### config.mk
export PLATFORM = sky130hd
export DESIGN_NAME = key_bounce_gen
export DESIGN_NICKNAME = d
export VERILOG_FILES = /design/src/rtl/key_bounce_gen.sv
export SDC_FILE = /design/constraint.sdc
export NUM_CORES = 1
export LEC_CHECK = 0
export CORE_MARGIN = 1
export CORE_UTILIZATION = 60
export CTS_CLUSTER_SIZE = 24
export DETAILED_ROUTE_END_ITERATION = 10
export MAX_ROUTING_LAYER = met4
export PLACE_DENSITY = 0.8
export SYNTH_ARGS = -nofsm -noshare
export SYNTH_HDL_FRONTEND = slang
export SYNTH_SLANG_ARGS = --single-unit
### constraint.sdc
create_clock -name clk -period 3.6 [get_ports clk]
set_input_delay 0.36 -clock clk [delete_from_list [all_inputs] [get_ports clk]]
set_output_delay 0.36 -clock clk [all_outputs]
set_load 0.02 [all_outputs]
### src/rtl/key_bounce_gen.sv
// Mechanical key waveform generator: drives an active-low tap line through
// falling bounce, clean hold, rising bounce and release, timed by a tick enable.
module key_bounce_gen #(
  parameter int unsigned TICK_DIV     = 50_000,
  parameter int unsigned BOUNCE_TICKS = 8,
  parameter int unsigned GLITCH_W     = 2,
  parameter logic [15:0] LFSR_SEED    = 16'hACE1
) (
  input  logic        clk,
  input  logic        rstn,
  input  logic        cmd_valid,
  output logic        cmd_ready,
  input  logic [15:0] cmd_hold,
  input  logic        cmd_bounce,
  output logic        tap,
  output logic        busy,
  output logic        done
);

  localparam int PRE_W = (TICK_DIV > 1) ? $clog2(TICK_DIV) : 1;
  localparam int PH_W  = $clog2(BOUNCE_TICKS + 1);
  localparam int IV_W  = GLITCH_W + 1;
  localparam logic [15:0]      SEED     = (LFSR_SEED == 16'h0000) ? 16'h0001 : LFSR_SEED;
  localparam logic [PRE_W-1:0] PRE_LAST = PRE_W'(TICK_DIV - 1);
  localparam logic [PH_W-1:0]  PH_LAST  = PH_W'(BOUNCE_TICKS);

  typedef enum logic [2:0] {IDLE, FALL_B, HOLD, RISE_B, DONE} state_t;

  state_t            state_q, state_d;
  logic [PRE_W-1:0]  presc_q, presc_d;
  logic [15:0]       lfsr_q, lfsr_d;
  logic [PH_W-1:0]   phase_q, phase_d;
  logic [15:0]       hold_cnt_q, hold_cnt_d;
  logic [IV_W-1:0]   ivl_q, ivl_d;
  logic [15:0]       hold_r_q, hold_r_d;
  logic              bounce_r_q, bounce_r_d;
  logic              tap_q, tap_d;

  logic              tick;
  logic              accept;
  logic              lfsr_fb;
  logic [IV_W-1:0]   ivl_load;
  logic [IV_W-1:0]   ivl_dec;
  logic [PH_W-1:0]   phase_inc;
  logic [15:0]       hold_inc;

  assign tick      = (presc_q == PRE_LAST);
  assign cmd_ready = (state_q == IDLE);
  assign accept    = cmd_valid & cmd_ready;
  assign busy      = (state_q != IDLE);
  assign done      = (state_q == DONE);
  assign tap       = tap_q;

  // x^16+x^14+x^13+x^11+1, shifting left with feedback into bit 0
  assign lfsr_fb   = lfsr_q[15] ^ lfsr_q[13] ^ lfsr_q[12] ^ lfsr_q[10];
  assign ivl_load  = IV_W'(lfsr_q[GLITCH_W-1:0]) + IV_W'(1);
  assign ivl_dec   = ivl_q - IV_W'(1);
  assign phase_inc = phase_q + PH_W'(1);
  assign hold_inc  = hold_cnt_q + 16'd1;

  always_comb begin
    state_d    = state_q;
    tap_d      = tap_q;
    phase_d    = phase_q;
    ivl_d      = ivl_q;
    hold_cnt_d = hold_cnt_q;
    hold_r_d   = hold_r_q;
    bounce_r_d = bounce_r_q;
    lfsr_d     = tick ? {lfsr_q[14:0], lfsr_fb} : lfsr_q;

    case (state_q)
      IDLE: begin
        tap_d = 1'b1;
        if (accept) begin
          hold_r_d   = (cmd_hold == 16'd0) ? 16'd1 : cmd_hold;
          bounce_r_d = cmd_bounce;
          tap_d      = 1'b0;
          hold_cnt_d = '0;
          phase_d    = '0;
          ivl_d      = ivl_load;
          state_d    = cmd_bounce ? FALL_B : HOLD;
        end
      end
      FALL_B, RISE_B: begin
        if (tick) begin
          phase_d = phase_inc;
          ivl_d   = ivl_dec;
          // Phase end wins over a toggle falling due on the same tick
          if (phase_inc == PH_LAST) begin
            tap_d      = (state_q == RISE_B);
            hold_cnt_d = '0;
            state_d    = (state_q == FALL_B) ? HOLD : DONE;
          end else if (ivl_dec == '0) begin
            tap_d = ~tap_q;
            ivl_d = ivl_load;
          end
        end
      end
      HOLD: begin
        tap_d = 1'b0;
        if (tick) begin
          hold_cnt_d = hold_inc;
          if (hold_inc == hold_r_q) begin
            tap_d   = 1'b1;
            phase_d = '0;
            ivl_d   = ivl_load;
            state_d = bounce_r_q ? RISE_B : DONE;
          end
        end
      end
      DONE: begin
        tap_d   = 1'b1;
        state_d = IDLE;
      end
      default: begin
        tap_d   = 1'b1;
        state_d = IDLE;
      end
    endcase

    // Restarting the prescaler on every transition keeps phases tick-aligned
    if ((state_d != state_q) || tick) presc_d = '0;
    else                              presc_d = presc_q + PRE_W'(1);
  end

  always_ff @(posedge clk or negedge rstn) begin
    if (!rstn) begin
      state_q    <= IDLE;
      presc_q    <= '0;
      lfsr_q     <= SEED;
      phase_q    <= '0;
      hold_cnt_q <= '0;
      ivl_q      <= '0;
      hold_r_q   <= '0;
      bounce_r_q <= 1'b0;
      tap_q      <= 1'b1;
    end else begin
      state_q    <= state_d;
      presc_q    <= presc_d;
      lfsr_q     <= lfsr_d;
      phase_q    <= phase_d;
      hold_cnt_q <= hold_cnt_d;
      ivl_q      <= ivl_d;
      hold_r_q   <= hold_r_d;
      bounce_r_q <= bounce_r_d;
      tap_q      <= tap_d;
    end
  end

endmodule

==> impl_metrics.xml <==
<?xml version="1.0" encoding="UTF-8"?>
<metrics>
  <group name="cts">
    <metric name="cts.hold.buffers_added" unit="">0</metric>
    <metric name="clock_path_buffers" unit="">2</metric>
    <metric name="insertion_delay" unit="ps">340</metric>
    <metric name="number_of_levels_the_h_tree_was_split_into" unit="">3</metric>
    <metric name="ctsResizeCount" unit="">0</metric>
    <metric name="post-cts-setup-buffers" unit="">0</metric>
    <metric name="cts_tree" unit="">yes</metric>
    <metric name="clk_pin_slew_worst_paths" unit="ps">80</metric>
    <metric name="ctsRootBufferMaster" unit="">clkbuf_8</metric>
    <metric name="numCtsBuffers" unit="">9</metric>
    <metric name="clkSinkCount" unit="">76</metric>
  </group>
  <group name="yosys">
    <metric name="synth_seq_cells" unit="">76</metric>
    <metric name="netlist.top_cell.by_area" unit="">dfrtp_1</metric>
    <metric name="post_synth_main_area_contributors" unit="">dfrtp_1 (40%), nand2_1 (10%), xnor2_1 (6.5%), dfstp_2 (5.7%), o21ai_0 (3.7%)</metric>
    <metric name="seq_area_frac_synth" unit="%">45.72</metric>
    <metric name="async_reset_ff_share" unit="%">100.0</metric>
    <metric name="post_synth_instance_area" unit="µm²">4184</metric>
    <metric name="number_of_flops_mapped_to_enable_cells_by_yosys" unit="">0</metric>
    <metric name="ys.flop_type" unit="">dfrtp_1</metric>
    <metric name="post_synth.cell_area_avg" unit="µm²">8.717</metric>
    <metric name="synth_largest_type_area_fraction" unit="%">40.07</metric>
    <metric name="syn-num-nets" unit="">506</metric>
    <metric name="syn_inst" unit="">480</metric>
    <metric name="synth-warning-count" unit="">0</metric>
    <metric name="synth.lib_cells_used.distinct" unit="">57</metric>
  </group>
  <group name="placed_design">
    <metric name="gpl.final_weighted_congestion" unit="">0.9234</metric>
    <metric name="portBuffers" unit="">23</metric>
    <metric name="place_inst" unit="">561</metric>
    <metric name="place_area" unit="µm²">4415</metric>
    <metric name="detailed_place_hpwl" unit="µm">6364</metric>
  </group>
  <group name="cells_and_area">
    <metric name="mostFrequentLayoutCell" unit="">nand2_1</metric>
    <metric name="final_antenna_diode_count" unit="">0</metric>
    <metric name="layout.cells.most_common_list" unit="">nand2_1 (114), dfrtp_1 (67), xnor2_1 (31), o21ai_0 (31), nor2_1 (26)</metric>
    <metric name="finish.net_count" unit="">518</metric>
    <metric name="stdcell_count" unit="">577</metric>
    <metric name="drive_gt1_share" unit="%">7.042</metric>
    <metric name="area_growth" unit="%">10.20</metric>
    <metric name="finalInstanceArea" unit="µm²">4611</metric>
  </group>
  <group name="grt">
    <metric name="wire_length_of_the_first_global_routing_pass" unit="µm">15470</metric>
    <metric name="grt_overflow_total" unit="">0</metric>
    <metric name="first_global_vias" unit="">3206</metric>
    <metric name="grt_usage" unit="%">27.90</metric>
    <metric name="largest_net_degree_at_the_start_of_global_routing" unit="">77</metric>
    <metric name="antenna_found_initial" unit="">0</metric>
  </group>
  <group name="floorplan">
    <metric name="fp-row-count" unit="">30</metric>
    <metric name="design.die.area" unit="µm²">7311</metric>
    <metric name="die_width" unit="µm">85.51</metric>
    <metric name="io-pin-count" unit="">24</metric>
    <metric name="effective_utilization_at_floorplan" unit="%">61.93</metric>
    <metric name="floorplan.die.height" unit="µm">85.51</metric>
    <metric name="floorplan.core_area" unit="µm²">6756</metric>
  </group>
  <group name="worst_setup_path">
    <metric name="cp-end-kind" unit="">flop</metric>
    <metric name="timing.critical_path.arrival" unit="ps">3040</metric>
    <metric name="cp_max_fo" unit="">8</metric>
    <metric name="cp_data_required_time" unit="ps">3830</metric>
    <metric name="setup.worst_path.start_class" unit="">flop</metric>
    <metric name="worst-setup-path-type" unit="">flop to flop</metric>
  </group>
  <group name="detailed_routing">
    <metric name="drc" unit="">0</metric>
    <metric name="post_drt_wl_per_cell" unit="µm">15.73</metric>
    <metric name="drt_pass1_iterations" unit="">4</metric>
    <metric name="avgViaCountPerCell" unit="">5.908</metric>
    <metric name="total_wirelength" unit="µm">9076</metric>
    <metric name="route.antenna.remaining_nets" unit="">0</metric>
    <metric name="detailed_router_s_first_iteration_violation_count" unit="">211</metric>
    <metric name="via_count" unit="">3409</metric>
  </group>
  <group name="timing">
    <metric name="final.setup_skew" unit="ps">12.91</metric>
    <metric name="setup_viol" unit="">0</metric>
    <metric name="final_max_slew_viol_count" unit="">0</metric>
    <metric name="rsz_0062_raised_after_global_routing" unit="">false</metric>
    <metric name="worst_tran_pin_value" unit="ps">929.4</metric>
    <metric name="timing.final.crit_share" unit="%">78.18</metric>
    <metric name="fmax" unit="MHz">355.3</metric>
    <metric name="hold_viol_final" unit="">0</metric>
    <metric name="final_period_minus_worst_setup_slack" unit="ps">2814</metric>
    <metric name="max_slew_margin" unit="%">38.04</metric>
    <metric name="post_route_setup_tns" unit="ps">0</metric>
  </group>
  <group name="worst_hold_path">
    <metric name="hold_path.class" unit="">primary input to async pin</metric>
  </group>
  <group name="run_status">
    <metric name="run_status" unit="">complete, no violations</metric>
  </group>
  <group name="job">
    <metric name="max_cap_violations" unit="">0</metric>
  </group>
  <group name="power">
    <metric name="ir_worst_vdd" unit="mV">0.1968</metric>
    <metric name="cellPowerDensity" unit="nW/µm²">334.8</metric>
    <metric name="p_leak" unit="nW">2.051</metric>
    <metric name="finalPower" unit="W">0.001544</metric>
  </group>
</metrics>
synthesized netlist by cell type, drive strengths merged (2+ instances only):
library cell  instances
o31ai                10
a21oi                12
o21ai                35
inv                  13
and4                  4
clkbuf               15
or3                   2
ha                    6
nor4                  6
and3                 16
and2                  2
nand3                17
xor2                 11
nor2                 27
nand2b                6
a211oi                3
dfstp                 9
a21o                  2
a211o                 2
dfrtp                67
buf                  10
nand2               115
xnor2                31
nor3                 18
nand4                10
nor3b                 2
nor2b                 8
nor4b                 2
sequential cells by signal, summed over array words and instances (netlist names):
name / count
phase_q: 4
hold_r_q: 16
bounce_r_q: 1
tap: 1
lfsr_q: 16
state_q: 3
ivl_q: 3
presc_q: 16
hold_cnt_q: 16
worst max-delay path, cell delays in order, from the launching register on:
cell	delay, ps
dfrtp_1	450
ha_1	300
or3b_1	360
a211o_1	310
nand3_1	80
o2111ai_1	150
nor4b_4	330
a211oi_1	180
nand2b_4	180
a221o_1	350
power breakdown:
group | total [W] | internal [W] | switching [W]
clock | 0.000644 | 0.000339 | 0.000306
combinational | 0.0000445 | 0.0000201 | 0.0000244
sequential | 0.000855 | 0.000854 | 0.000000564
metal layers:
layer	part of all wire [%]	wire length [µm]	global-route usage [%]
met2	47	4288	41.75
met1	47	4268	39.04
met3	3.9	355	4.042
met4	1.8	163	10.30
met5	0	0	-
cells by family (layout without fill, tap and decap cells):
family                   after synthesis  in the layout  synth area share [%]
AND/OR/NAND/NOR                      242            242                 28.35
flip-flops                            76             76                 45.72
multiplexers                           1              1                0.2392
AO/OA/AOI/OAI                         75             75                 11.09
adder cells (fa/ha/maj)                6              6                 1.794
buffers and inverters                 38             55                 4.007
XOR/XNOR                              42             42                 8.792
final timing paths:
path | startpoint | endpoint | slack, ps | cells after the start
hold / removal | rstn | hold_cnt_q[9]$_DFFE_PN0P_ | 140 | 1
hold reg to reg | presc_q[0]$_DFF_PN0_ | presc_q[0]$_DFF_PN0_ | 450 | 1
setup reg to reg | hold_cnt_q[0]$_DFFE_PN0P_ | phase_q[2]$_DFFE_PN0P_ | 790 | 9
min in group clk | presc_q[0]$_DFF_PN0_ | presc_q[0]$_DFF_PN0_ | 450 | 1
max in group asynchronous | rstn | hold_r_q[5]$_DFFE_PN0P_ | 2840 | 1
setup / recovery | hold_cnt_q[0]$_DFFE_PN0P_ | phase_q[2]$_DFFE_PN0P_ | 790 | 9
layout make-up:
class                   count  area, µm²
clock buffers              12      145.1
clock inverters             4      50.05
fillers                   546       2146
inverters                  13      48.80
multi-input cells         366       2103
flip-flops and latches     76       1913
well taps                  80      100.1
repair buffers             26      250.2
per-stage QoR:
step | hold slack (ps) | setup slack (ps) | util (%)
finish | 143.4 | 785.5 | 68.24
global route | 247.0 | 594.9 | 68.24
CTS | 186.4 | 789.8 | 68.24
detailed placement | 446.9 | 785.9 | 65.35
global placement | 436.6 | 845.9 | 65.35
floorplan | 64.41 | 1000 | -
Power figures use the tool's default switching activity.
